`src/rtl/srl_fifo_16xm_if.sv`:
```
// Producer/consumer bundle for srl_fifo_16xm: write side, read handshake and status flags.
interface srl_fifo_16xm_if #(
    parameter int Width = 16
);
    logic             CLR;
    logic             WE;
    logic [Width-1:0] DIN;
    logic             FULL;
    logic             RD;
    logic [Width-1:0] DOUT;
    logic             DVALID;
    logic [4:0]       LEVEL;
    logic             OVF;
    logic             AFULL;

    modport master (
        output CLR, WE, DIN, RD,
        input  FULL, DOUT, DVALID, LEVEL, OVF, AFULL
    );

    modport slave (
        input  CLR, WE, DIN, RD,
        output FULL, DOUT, DVALID, LEVEL, OVF, AFULL
    );
endinterface

```
`src/rtl/srl_fifo_16xm.sv`:
```
// 16-deep SRL-mapped FIFO with a registered first-word output stage (17 words total).
// Optional registered almost-full flag built only when SRL_FIFO_AFULL_EN is defined.
module srl_fifo_16xm #(
    parameter int Width     = 16,
    parameter int AFULL_LVL = 14
) (
    input  logic               CLK,
    input  logic               RST_N,
    srl_fifo_16xm_if.slave     f
);
    // Per-bit shift registers; no reset so they map onto SRL primitives.
    logic [15:0]      sr [Width];
    logic [4:0]       cnt, cnt_nxt;
    logic [3:0]       tap_idx;
    logic [Width-1:0] tap;
    logic [Width-1:0] dout_q;
    logic             dv_q, dv_nxt;
    logic             ovf_q;
    logic             full, wr_acc, pop, load;

    assign full    = (cnt == 5'd16);
    assign tap_idx = cnt[3:0] - 4'd1;
    assign wr_acc  = f.WE & ~full & ~f.CLR;
    assign pop     = dv_q & f.RD;
    assign load    = (cnt != 5'd0) & (~dv_q | pop) & ~f.CLR;

    for (genvar b = 0; b < Width; b++) begin : g_bit
        assign tap[b] = sr[b][tap_idx];
        always_ff @(posedge CLK) begin
            if (wr_acc) sr[b] <= {sr[b][14:0], f.DIN[b]};
        end
    end

    always_comb begin
        cnt_nxt = cnt;
        dv_nxt  = dv_q;
        if (f.CLR) begin
            cnt_nxt = 5'd0;
            dv_nxt  = 1'b0;
        end else begin
            cnt_nxt = cnt + {4'd0, wr_acc} - {4'd0, load};
            if (load)     dv_nxt = 1'b1;
            else if (pop) dv_nxt = 1'b0;
        end
    end

    always_ff @(posedge CLK or negedge RST_N) begin
        if (!RST_N) begin
            cnt    <= 5'd0;
            dv_q   <= 1'b0;
            dout_q <= '0;
            ovf_q  <= 1'b0;
        end else begin
            cnt  <= cnt_nxt;
            dv_q <= dv_nxt;
            if (load) dout_q <= tap;
            if (f.CLR)                ovf_q <= 1'b0;
            else if (f.WE && full)    ovf_q <= 1'b1;
        end
    end

`ifdef SRL_FIFO_AFULL_EN
    logic       afull_q;
    logic [4:0] lvl_nxt;
    assign lvl_nxt = cnt_nxt + {4'd0, dv_nxt};

    always_ff @(posedge CLK or negedge RST_N) begin
        if (!RST_N)     afull_q <= 1'b0;
        else if (f.CLR) afull_q <= 1'b0;
        else            afull_q <= (int'({27'd0, lvl_nxt}) >= AFULL_LVL);
    end
    assign f.AFULL = afull_q;
`else
    assign f.AFULL = 1'b0;
`endif

    assign f.FULL   = full;
    assign f.DOUT   = dout_q;
    assign f.DVALID = dv_q;
    assign f.LEVEL  = cnt + {4'd0, dv_q};
    assign f.OVF    = ovf_q;
endmodule

```
`src/flat_wrapper.sv`:
```
// flat-port wrapper written by rule: the top's interface ports become plain ports
module srl_fifo_16xm_flat 
#(
    parameter int Width     = 16,
    parameter int AFULL_LVL = 14
)
  (CLK, RST_N, f_CLR, f_WE, f_DIN, f_RD, f_FULL, f_DOUT, f_DVALID, f_LEVEL, f_OVF, f_AFULL);
  srl_fifo_16xm_if #(.Width(Width)) f_i ();
  input  logic CLK;
  input  logic RST_N;
  input wire logic [$bits(f_i.CLR)-1:0] f_CLR;
  input wire logic [$bits(f_i.WE)-1:0] f_WE;
  input wire logic [$bits(f_i.DIN)-1:0] f_DIN;
  input wire logic [$bits(f_i.RD)-1:0] f_RD;
  output wire logic [$bits(f_i.FULL)-1:0] f_FULL;
  output wire logic [$bits(f_i.DOUT)-1:0] f_DOUT;
  output wire logic [$bits(f_i.DVALID)-1:0] f_DVALID;
  output wire logic [$bits(f_i.LEVEL)-1:0] f_LEVEL;
  output wire logic [$bits(f_i.OVF)-1:0] f_OVF;
  output wire logic [$bits(f_i.AFULL)-1:0] f_AFULL;
  assign f_i.CLR = f_CLR;
  assign f_i.WE = f_WE;
  assign f_i.DIN = f_DIN;
  assign f_i.RD = f_RD;
  assign f_FULL = f_i.FULL;
  assign f_DOUT = f_i.DOUT;
  assign f_DVALID = f_i.DVALID;
  assign f_LEVEL = f_i.LEVEL;
  assign f_OVF = f_i.OVF;
  assign f_AFULL = f_i.AFULL;
  srl_fifo_16xm #(.Width(Width), .AFULL_LVL(AFULL_LVL)) u_core (.CLK(CLK), .RST_N(RST_N), .f(f_i));
endmodule
```
`config.mk`:
```
export PLATFORM = sky130hd
export DESIGN_NAME = srl_fifo_16xm_flat
export DESIGN_NICKNAME = d
export VERILOG_FILES = /design/src/rtl/srl_fifo_16xm_if.sv /design/src/rtl/srl_fifo_16xm.sv /design/src/flat_wrapper.sv
export SDC_FILE = /design/constraint.sdc
export NUM_CORES = 1
export LEC_CHECK = 0
export BUFFER_PORTS_ARGS = -buffer_cell sky130_fd_sc_hd__buf_4
export CAP_MARGIN = 20
export CELL_PAD_IN_SITES_DETAIL_PLACEMENT = 1
export CELL_PAD_IN_SITES_GLOBAL_PLACEMENT = 2
export CORE_MARGIN = 3
export CORE_UTILIZATION = 35
export DETAILED_ROUTE_END_ITERATION = 10
export PLACE_DENSITY = 0.74
export SYNTH_ARGS = -nofsm -noshare
export SYNTH_HDL_FRONTEND = slang
export SYNTH_SLANG_ARGS = --single-unit
```
`constraint.sdc`:
```
create_clock -name CLK -period 25.8 [get_ports CLK]
set_input_delay 5.16 -clock CLK [delete_from_list [all_inputs] [get_ports CLK]]
set_output_delay 5.16 -clock CLK [all_outputs]
set_load 0.005 [all_outputs]
```
# Word level (Yosys, flattened, before mapping)
# Memories as Yosys holds them, arrays and structs flattened.
# Index checks and enable logic that the tools add are counted.
# op_classes
n_addsub	4
mul	0
div	0
n_lt_le_gt_ge	1
n_eq_ne	1
n_shift	0
muxes	40
n_bitwise	9
n_reduce_logical	4
# op_table
op	count
1-bit binary-select mux with 4-bit select	16
1-bit two-way mux	23
5-bit by 1-bit adder with 5-bit output	2
1-bit bitwise AND	5
5-bit equality test, second input constant	1
4-bit by 5-bit less-than comparator with 1-bit output, second input constant	1
5-bit two-way mux	1
5-bit nonzero test	1
5-bit by 1-bit subtractor with 5-bit output	1
4-bit by 1-bit subtractor with 4-bit output, second input constant	1
1-bit inverter	3
3-bit nonzero test	1
2-bit nonzero test	1
1-bit logical AND	1
1-bit OR	1
# word_totals
register_bits	23
latchBits	0
ram_bits	256
mem_bits_ro	0
word_cells	64
memories	1
# memory_table
memory	words	width	read_ports	rd_ports_with_merged_regs	write_ports	line	source
u_core.sr	16	16	16	0	16	srl_fifo_16xm.sv:12	logic [15:0] sr [Width];

# Logic depth before layout (Yosys ltp)
# Gate-level depths: netlist of run 1.
# logic_depth
word_depth	7
depth_mapped	17

# Least setup slack after synthesis of run 1
# OpenSTA, ideal clock, no wires.
# synth_path
path_kind	input -> register
from	input port f_CLR
to	register u_core.cnt[4]
setup_ns	0.130
arrival_time_ns	26.928
t_required_ns	25.670
setup_slack_ns	-1.257
cell_stages	10
n_path_buf	1
cell_sequence	clkbuf_1 > nor3b_1 > ha_1 > inv_1 > fa_1 > nor2_1 > nor2_1 > o21bai_1 > xnor2_1 > nor2_1
# synth_between
elab_chain_cells	5
elab_cells_between_ends	6
# synth_rtl
item	line	source
start: declaration	flat_wrapper.sv:11	input wire logic [$bits(f_i.CLR)-1:0] f_CLR;
1-bit inverter	srl_fifo_16xm.sv:23	assign wr_acc = f.WE & ~full & ~f.CLR;
1-bit bitwise AND	srl_fifo_16xm.sv:23	
via u_core.wr_acc	srl_fifo_16xm.sv:19	logic full, wr_acc, pop, load;
5-bit by 1-bit adder with 5-bit output	srl_fifo_16xm.sv:41	cnt_nxt = cnt + {4'd0, wr_acc} - {4'd0, load};
5-bit by 1-bit subtractor with 5-bit output	srl_fifo_16xm.sv:41	
5-bit two-way mux	srl_fifo_16xm.sv:37	if (f.CLR) begin
via u_core.cnt_nxt[4]	srl_fifo_16xm.sv:13	logic [4:0] cnt, cnt_nxt;
end signal: assignment	srl_fifo_16xm.sv:54	cnt <= cnt_nxt;
end: declaration	srl_fifo_16xm.sv:13	
# The timed path passes the listed nets, and every way through them passes these cells.
# A chain may end at the register's enable or synchronous reset.

# Final worst setup path of run 1
# layout_path
from	input port f_RD
to	register u_core.cnt[4]
# layout_between
elab_chain_cells	6
# layout_rtl
item	line	source
start: declaration	flat_wrapper.sv:14	input wire logic [$bits(f_i.RD)-1:0] f_RD;
1-bit bitwise AND	srl_fifo_16xm.sv:24	assign pop = dv_q & f.RD;
1-bit OR	srl_fifo_16xm.sv:25	assign load = (cnt != 5'd0) & (~dv_q | pop) & ~f.CLR;
1-bit bitwise AND (2 in a row)	srl_fifo_16xm.sv:25	
5-bit by 1-bit subtractor with 5-bit output	srl_fifo_16xm.sv:41	
5-bit two-way mux	srl_fifo_16xm.sv:37	
via u_core.cnt_nxt[4]	srl_fifo_16xm.sv:13	
# The timed path passes the listed nets, and every way through them passes these cells.

==> out/qor.yml, run 1 <==
status: "completed"
cp-end-kind: "flop"
fin_util: 0.412
final_area_um2: 12700
cts-resized-gates: 0
finalHoldViolations: 0
setup_viol: 0
grt_pass1_vias: 6238
fmax_mhz: 137
io_buffers: 44
rsz0062_at_grt: "no"
dieArea_um2: 33400
initial_core_util: 0.356
rows: 64
routedWlPerCell_um: 20.7
startpoint_type: "input pin"
htree_levels: 1
slowest_stage: "or3_1"
power_density_nw_per_um2: 128
ys_dominant_reg_cell: "edfxtp_1"
fin_skew_ns: 0.0134
nets: 767
cts_setup_buffers: 0
avgSynthCellArea_um2: 16.0
synth_nets: 720
drive_gt1_frac: 0.142
vias: 5941
antenna_cells: 0
fp.dieH_um: 183
crit_chain: "buf_4 > nor2b_1 > or3_1 > clkinv_4 > ha_1 > inv_1 > ha_1 > inv_1 > fa_1 > nor2_1 > nor2_1 > o21bai_1 > xnor2_1 > nor2_1"
ir_drop_v: 0.0000780
synthArstFlopShare: 0.0824
fillCellCount: 3111
synth_seq_cells: 279
yosysWarnings: 0
gr-total-overflow: 0
place.gp.congestion: 0.760
clk_pin_slew_worst_paths_ns: 0.06
crit_type: "input pin to flop"
ys_types: 34
critical_path_required_ns: 26.23
cts.hold.buffers_added: 0
die_w_um: 183
hold_path.class: "flop to flop"
ant_nets: 0
drc: 0
path_common_cell: "nor2_1"
synth_cells: 685
slew-limit-headroom: 0.262
viasPerCell: 5.17
leakagePower_nw: 4.50
seq_area_frac_synth: 0.755
drtIter0Drc: 560
dp_hpwl_um: 14000
fin_cells: 1150
dp_cells: 1097
path_max_fanout: 18
drv_slew: 0
grt_usage: 0.139
insertion_delay_ns: 0.55
firstDrtPassIters: 4
period_needed_ns: 7.29
maxCapViolations: 0
cpPeakStageDelay_ns: 0.70
cts_num_sinks: 279
fin_crit_sh: 0.282
coreArea_um2: 30700
synth-edff-count: 256
root_buffer: "clkbuf_16"
syn-cell-area_um2: 10900
dpl_cell_area_um2: 11700
cts_buffers: 29
antenna_found_initial: 0
wirelength_um: 23800
whs_ns: 0.442
pin_count: 46
max-clock-path-buffers: 3
r2r_slack_ns: 22.04
grt_pass1_wl_um: 37400
tightest_slew_ns: 1.11
area.growth.synth_to_final_pct: 15.8
cts_tree: "built"
final.setup.tns_ns: 0
grt_max_degree: 182
arrival_ns: 7.71
area by class of cell:
cell class                 count  area (um^2)  share of cell area
sequential                   279         8260               0.652
inverter                       8         35.0             0.00276
clock buffer                  44          832              0.0656
timing repair buffer          53          410              0.0324
tap                          396          495              0.0391
multi-input combinational    361         2510               0.198
clock inverter                 9          134              0.0106
where the power goes:
group          leakage [nW]  total (mW)  internal (mW)  switching (mW)
clock network         0.475       0.422          0.253           0.169
registers              2.68       0.608          0.566          0.0428
logic                  1.34       0.592          0.219           0.373
total                  4.50        1.62           1.04           0.585
synth_stat cells (all sizes together), types with 2 or more instances:
cell type	n	area [um^2]
ha	13	163
xnor2	8	70.1
nand3	32	160
buf	23	149
and2	2	15.0
a22oi	31	233
a21oi	3	15.0
mux2i	76	761
nand2	117	439
nor2	16	67.6
nand4	16	100
inv	7	26.3
nor2b	3	18.8
a32oi	31	272
edfxtp	256	7690
mux4	2	45.0
dfrtp	23	576
clkbuf	14	52.6
xor2	2	17.5
critical path: cells and delay by family:
kind,cells,cell delay (ns)
compound gates,1,0.15
buf+inv,4,0.33
fa+ha+maj,3,0.90
xor+xnor,1,0.15
simple gates,5,1.02
path summary, 6_finish.rpt:
check | depth (start not counted) | end | start
max in group asynchronous | 1 | u_core.f.DOUT[4]$_DFFE_PN0P_ | RST_N
min reg2reg | 0 | u_core.sr[3][7]$_DFFE_PP_ | u_core.sr[3][6]$_DFFE_PP_
min | 0 | u_core.sr[3][7]$_DFFE_PP_ | u_core.sr[3][6]$_DFFE_PP_
max | 14 | u_core.cnt[4]$_DFF_PN0_ | f_RD
max reg2reg | 15 | u_core.cnt[4]$_DFF_PN0_ | u_core.cnt[0]$_DFF_PN0_
min in group asynchronous | 1 | u_core.cnt[3]$_DFF_PN0_ | RST_N
sequential cells by signal, indices dropped and copies added (netlist names):
register / cells
u_core.f.DVALID: 1
u_core.f.DOUT: 16
u_core.sr: 256
u_core.cnt: 5
u_core.f.OVF: 1
cells in the final DEF (no fill, tap or decap), types with 2 or more instances in the layout:
master       n
nor2_1      13
clkbuf_16   29
nor2_2       2
inv_1        7
dfrtp_1     23
nand4_1     16
nand2_1    117
mux4_2       2
a22oi_1     31
xnor2_1      7
nor2b_1      2
mux2i_1     76
nand3_1     32
a32oi_1     31
edfxtp_1   256
clkbuf_8     5
buf_4       52
a21oi_1      3
clkbuf_1    10
bufinv_16    3
ha_1        12
clkinv_2     4
metrics by stage:
stage               power, mW  worst slack, ns
floorplan                1.03             8.36
global placement         1.19            18.01
detailed placement       1.21            17.93
CTS                      1.64            18.49
global route             1.71            18.32
finish                   1.62            18.51
cell families after synthesis:
family                     synth area share
AOI/OAI and AO/OA                    0.0488
xor gates and xnor gates            0.00800
adders and majority gates            0.0167
buffers and inverters                0.0216
DFF                                   0.755
muxes                                0.0736
other                              0.000342
and+or+nand+nor                      0.0763
routing by layer:
metal | vias up | routed length (um) | part of all wire | GRT usage
li1 | 2714 | - | - | -
met1 | 3097 | 11600 | 0.49 | 0.210
met2 | 108 | 11000 | 0.46 | 0.218
met3 | 22 | 822 | 0.035 | 0.0173
met4 | 0 | 301 | 0.013 | 0.0305
met5 | - | 0 | 0 | 0
Note: power is estimated with default switching activity, not from simulation.
==> run 2: changes to the inputs <==
Settings changed: ABC_AREA set to 1, PLACE_DENSITY 0.74 to 0.8.
Clock period 25.8 ns to 7.2 ns, I/O delays scaled along.
==> out/qor.yml, run 2 <==
post-synth-top-area-fraction: 0.635  # was 0.702
arrival_ns: 5.12  # was 7.71 ns
vias: 7644  # was 5941
post-synth-top-count-cell: "nand2_1"  # was edfxtp_1
viasPerCell: 4.58  # was 5.17
dp_hpwl_um: 15100  # was 14000 um
ys_dominant_reg_cell: "edfxtp_1"  # unchanged
drive_gt1_frac: 0.0851  # was 0.142
yosysTopAreaCell: "edfxtp_1"  # unchanged
startpoint_type: "flop"  # was input pin
grt_usage: 0.149  # was 0.139
root_buffer: "clkbuf_16"  # unchanged
antenna_cells: 0  # unchanged
place.gp.congestion: 0.758  # was 0.760
critical_path_required_ns: 7.37  # was 26.23 ns
htree_levels: 1  # unchanged
drv_slew: 0  # unchanged
synthTopCellsByArea: "edfxtp_1, nand2_1, nand3_1, inv_1, dfrtp_1"  # was edfxtp_1, mux2i_1, dfrtp_1, nand2_1, a32oi_1
routedWlPerCell_um: 15.9  # was 20.7 um
clk_pin_slew_worst_paths_ns: 0.06  # about the same
gr-total-overflow: 0  # unchanged
synthArstFlopShare: 0.0824  # unchanged
rows: 67  # was 64
crit_type: "flop to flop"  # was input pin to flop
ant_nets: 0  # unchanged
synth_seq_cells: 279  # unchanged
grt_pass1_vias: 8061  # was 6238
maxCapViolations: 0  # unchanged
antenna_found_initial: 0  # unchanged
cts_tree: "built"  # unchanged
setup_ws_ns: 2.25  # was 18.51 ns
path_max_fanout: 177  # was 18
wirelength_um: 26600  # was 23800 um
grt_max_degree: 178  # was 182
dieArea_um2: 36900  # was 33400 um^2
largest_reg_flops: 256  # unchanged
nets: 1233  # was 767
slew-limit-headroom: 0.178  # was 0.262
cts_num_sinks: 279  # unchanged
final.setup.tns_ns: 0  # unchanged
setup_viol: 0  # unchanged
tightest_slew_ns: 1.23  # was 1.11 ns
ir_drop_v: 0.000227  # was 0.0000780 V
area.growth.synth_to_final_pct: 13.8  # was 15.8%
cts-resized-gates: 0  # unchanged
drc: 0  # unchanged
most-common-layout-cells: "nand2_1, edfxtp_1, inv_1, nand3_1, buf_4"  # was edfxtp_1, nand2_1, mux2i_1, buf_4, nand3_1
syn-cell-area_um2: 12100  # was 10900 um^2
rsz0062_at_grt: "no"  # unchanged
leakagePower_nw: 6.03  # was 4.50 nW
fin_skew_ns: 0.0130  # was 0.0134 ns
status: "completed"  # unchanged
period_needed_ns: 4.95
coreArea_um2: 33800  # was 30700 um^2
synthTopCellsByCount: "nand2_1, edfxtp_1, inv_1, nand3_1, buf_2"  # was edfxtp_1, nand2_1, mux2i_1, nand3_1
firstDrtPassIters: 4  # unchanged
synth-edff-count: 256  # unchanged
synth_nets: 1202  # was 720
insertion_delay_ns: 0.55  # about the same
cts_setup_buffers: 0  # unchanged
finalHoldViolations: 0  # unchanged
max-clock-path-buffers: 3  # unchanged
grt_pass1_wl_um: 43700  # was 37400 um
synth_cells: 1167  # was 685
hold_path.class: "flop to flop"  # unchanged
power_density_nw_per_um2: 405  # was 128 nW/um^2
yosysWarnings: 0  # unchanged
fin_crit_sh: 0.688
drtIter0Drc: 567  # was 560
final_common_cell: "nand2_1"  # was edfxtp_1
initial_core_util: 0.358  # was 0.356
avgSynthCellArea_um2: 10.4  # was 16.0 um^2
fillCellCount: 3732  # was 3111
top_register: "u_core.sr"  # unchanged
fmax_mhz: 202
seq_area_frac_synth: 0.683  # was 0.755
io_buffers: 44  # unchanged
ys_types: 23  # was 34
die_w_um: 192  # was 183 um
pin_count: 46  # unchanged
cp-end-kind: "flop"  # unchanged
cts_buffers: 30  # was 29
preCtsSetupSlack_ns: 2.28  # was 17.93 ns
cts.hold.buffers_added: 0  # unchanged
fp.dieH_um: 192  # was 183 um
==> run 2: cell types whose count changed in the layout (fill, tap and decap cells not counted), sizes merged, moves of 6 or more <==
cell	before	now
mux2i	76	0
a32oi	31	0
nand4	16	0
nand3	32	192
nand2	117	390
inv	8	208
xor2	2	8
xnor2	8	2
a22oi	31	0
==> run 2: area by class of cell <==
class | count | area, um^2 | area share
tap | 448 | 561 | 0.0407
sequential | 279 | 8270 | 0.600
multi-input combinational | 626 | 2820 | 0.205
clock buffer | 46 | 841 | 0.0611
timing repair buffer | 52 | 403 | 0.0293
inverter | 209 | 792 | 0.0575
clock inverter | 10 | 85.1 | 0.00618
==> run 2: critical path: stages, from the launching register on <==
cell and delay (ns):
dfrtp_4 0.92, inv_4 0.49, ha_2 0.40, inv_1 0.08, nor3_1 0.07, or3b_2 0.47
clkinvlp_4 0.26, buf_12 0.52, buf_4 0.82
==> run 2: stage by stage <==
stage | area [um^2] | hold slack, ns | utilization | std cells | total power [mW]
after floorplan | 12100 | 0.426 | - | 1167 | 3.47
after global placement | 12800 | 0.427 | 0.380 | 1614 | 4.16
after detailed placement | 12800 | 0.434 | 0.380 | 1614 | 4.21
after CTS | 13800 | 0.445 | 0.408 | 1670 | 5.69
after global routing | 13800 | 0.452 | 0.408 | 1670 | 6.00
final | 13800 | 0.443 | 0.408 | 1670 | 5.58
==> run 2: routing by layer <==
layer	routed length (um)	vias to the layer above	part of all wire	track usage
met5	0	-	0	0
met4	543	0	0.020	0.0359
met3	969	32	0.036	0.0193
met2	12900	101	0.48	0.252
met1	12200	3708	0.46	0.204
li1	-	3803	-	-
==> run 2: cell families (layout without fill, tap and decap cells) <==
| logic type | count (synthesis) | after routing | synth area share |
|---|---|---|---|
| adder cells (fa/ha/maj) | 14 | 14 | 0.0151 |
| XOR/XNOR | 10 | 10 | 0.00847 |
| AND/OR/NAND/NOR | 597 | 597 | 0.206 |
| AO/OA/AOI/OAI | 4 | 4 | 0.00165 |
| buffers and inverters | 262 | 317 | 0.0857 |
| other | 1 | 1 | 0.000310 |
| flip-flops | 279 | 279 | 0.683 |
==> run 2: where the power goes <==
part	internal, mW	switching (mW)	total [mW]
Sequential	2.02	0.175	2.20
Combinational	0.608	1.32	1.93
Clock	0.838	0.614	1.45
Total	3.47	2.11	5.58
==> run 2: final timing paths <==
kind / slack, ns / cells past startpoint / end / start
worst max-delay path: 2.25 / 8 / u_core.sr[2][4]$_DFFE_PP_ / u_core.cnt[0]$_DFF_PN0_
worst min-delay path: 0.44 / 0 / u_core.sr[7][11]$_DFFE_PP_ / u_core.sr[7][10]$_DFFE_PP_
worst max register to register: 2.25 / 8 / u_core.sr[2][4]$_DFFE_PP_ / u_core.cnt[0]$_DFF_PN0_
worst min register to register: 0.44 / 0 / u_core.sr[7][11]$_DFFE_PP_ / u_core.sr[7][10]$_DFFE_PP_
max in group asynchronous: 6.12 / 1 / u_core.cnt[0]$_DFF_PN0_ / RST_N
min in group asynchronous: 0.79 / 1 / u_core.f.OVF$_DFFE_PN0P_ / RST_N
==> run 3: changes to the inputs <==
Clock period 7.2 ns to 4.8 ns, I/O delays scaled along.
==> out/qor.yml, run 3 (synthesis gave the netlist of run 2 again) <==
grt_busiest_layer: "met2"  # unchanged
tightest_slew_ns: 0.949  # was 1.23 ns
clkPwrFrac: 0.262  # was 0.260
fp.dieH_um: 192  # unchanged
cts_tree: "built"  # unchanged
root_buffer: "clkbuf_16"  # unchanged
die_w_um: 192  # unchanged
final_area_um2: 13800  # about the same
crit_type: "flop to flop"  # unchanged
io_buffers: 44  # unchanged
fin_skew_ns: 0.0245  # was 0.0130 ns
met3_usage: 0.0221  # was 0.0193
max-clock-path-buffers: 3  # unchanged
drtIter0Drc: 455  # was 567
vias: 7731  # was 7644
grt_usage: 0.151  # was 0.149
maxCapViolations: 0  # unchanged
wirelength_um: 27300  # was 26600 um
multiInputGateArea_um2: 2850  # was 2820 um^2
status: "completed"  # unchanged
hold_path.class: "input pin to async pin"  # was flop to flop
seq_power_share: 0.379  # was 0.394
slew-limit-headroom: 0.367  # was 0.178
drv_slew: 0  # unchanged
rows: 67  # unchanged
insertion_delay_ns: 0.57  # was 0.55 ns
initial_core_util: 0.358  # unchanged
swShare: 0.378  # was 0.379
coreArea_um2: 33800  # unchanged
cts_buffers: 30  # unchanged
met2_usage: 0.262  # was 0.252
grt_pass1_vias: 8262  # was 8061
firstDrtPassIters: 7  # was 4
area.growth.synth_to_final_pct: 14.3  # was 13.8%
crit_chain: "inv_1 > ha_1 > inv_1 > nor3_1 > nor2_1 > nand2_2 > inv_2 > ha_1 > inv_1 > ha_1 > inv_1 > fa_2 > nor2_2 > nor2_1 > nor2_1 > nor2_1 > xor2_1 > nor2_1"  # was inv_4 > ha_2 > inv_1 > nor3_1 > or3b_2 > clkinvlp_4 > buf_12 > buf_4
setup_ws_ns: 1.12  # was 2.25 ns
cpPeakStageDelay_ns: 0.55  # was 0.92 ns
arrival_ns: 4.12  # was 5.12 ns
drive_gt1_frac: 0.0922  # was 0.0851
cp-startpoint: "u_core.cnt[2]$_DFF_PN0_"  # was u_core.cnt[0]$_DFF_PN0_
dieArea_um2: 36900  # unchanged
critical_path_required_ns: 5.24  # was 7.37 ns
routedWlPerCell_um: 16.3  # was 15.9 um
rsz0062_at_grt: "no"  # unchanged
cp_top_family: "adder cells"  # was buffers and inverters
dp_hpwl_um: 14700  # was 15100 um
path_common_cell: "nor2_1"
startpoint_type: "flop"  # unchanged
power_density_nw_per_um2: 611  # was 405 nW/um^2
most-common-layout-cells: "nand2_1, edfxtp_1, inv_1, nand3_1, buf_4"  # unchanged
fin_cells: 1674  # was 1670
ir_drop_v: 0.000574  # was 0.000227 V
dp_cells: 1618  # was 1614
cts-resized-gates: 0  # unchanged
fmax_mhz: 272  # was 202 MHz
finalHoldViolations: 0  # unchanged
fin_crit_sh: 0.766  # was 0.688
grt_max_degree: 165  # was 178
grt_pass1_wl_um: 44400  # was 43700 um
cts_num_sinks: 279  # unchanged
fillCellCount: 3757  # was 3732
dpl_cell_area_um2: 12900  # was 12800 um^2
whs_ns: 0.313  # was 0.443 ns
ant_nets: 0  # unchanged
path_max_fanout: 17  # was 177
seq_area_um2: 8270  # unchanged
period_needed_ns: 3.68  # was 4.95 ns
cts.hold.buffers_added: 0  # unchanged
final_common_cell: "nand2_1"  # unchanged
setup_viol: 0  # unchanged
p_int_mw: 5.25  # was 3.47 mW
htree_levels: 1  # unchanged
preCtsSetupSlack_ns: 1.06  # was 2.28 ns
cts_setup_buffers: 0  # unchanged
grt_use_met1: 0.203  # was 0.204
largest_reg_flops: 256  # unchanged
drc: 0  # unchanged
gr-total-overflow: 0  # unchanged
antenna_found_initial: 0  # unchanged
slowest_stage: "dfrtp_1"  # was dfrtp_4
clk_pin_slew_worst_paths_ns: 0.06  # about the same
top_register: "u_core.sr"  # unchanged
antenna_cells: 0  # unchanged
combPwrFrac: 0.359  # was 0.346
cp_num_buf_inv: 5  # unchanged
p_sw_mw: 3.20  # was 2.11 mW
leakagePower_nw: 6.06  # was 6.03 nW
pin_count: 46  # unchanged
place.gp.congestion: 0.715  # was 0.758
r2r-start: "u_core.cnt[2]$_DFF_PN0_"  # was u_core.cnt[0]$_DFF_PN0_
power_mw: 8.45  # was 5.58 mW
nets: 1237  # was 1233
cp-end-kind: "flop"  # unchanged
viasPerCell: 4.62  # was 4.58
[run 3: cell types whose count changed in the layout (fill, tap and decap cells not counted), moves of 2 or more]
cell      before  now
clkbuf_1      13    9
clkinv_2       4    7
clkbuf_8       3    1
clkinv_1       4    7
buf_4         51   55
[run 3: worst paths after layout]
check                                          endpoint  slack [ns]  cells past startpoint
min reg2reg                   u_core.sr[9][6]$_DFFE_PP_        0.43                      0
min in group CLK              u_core.sr[9][6]$_DFFE_PP_        0.43                      0
max in group asynchronous       u_core.cnt[0]$_DFF_PN0_        4.17                      1
min                        u_core.f.DOUT[1]$_DFFE_PN0P_        0.31                      1
max reg2reg                     u_core.cnt[4]$_DFF_PN0_        1.12                     18
max                             u_core.cnt[4]$_DFF_PN0_        1.12                     18
[run 3: stage by stage]
step                      TNS [ns]   util
final                            0  0.410
after floorplan            -166.19      -
after detailed placement         0  0.382
after global placement           0  0.382
after global routing             0  0.410
after CTS                        0  0.410
[run 3: final cells by class]
class                           instances  area share
Inverter                              209      0.0572
Clock buffer                           40      0.0577
Timing Repair Buffer                   56      0.0313
Multi-Input combinational cell        626       0.206
Sequential cell                       279       0.597
Tap cell                              448      0.0405
Clock inverter                         16     0.00959
[run 3: per-layer routing]
layer	wire length [um]	share of wire	up-vias
met5	0	0	-
met4	421	0.015	0
met3	770	0.028	37
met2	13600	0.50	69
met1	12500	0.46	3818
li1	-	-	3807
[run 3: power by group through the flow]
stage / registers, mW / logic (mW) / clock network, mW
global placement: 3.23 / 3.06 / 0
CTS: 3.21 / 3.12 / 2.30
finish: 3.20 / 3.03 / 2.22
floorplan: 3.23 / 2.02 / 0
global route: 3.24 / 3.44 / 2.39
detailed placement: 3.25 / 3.10 / 0
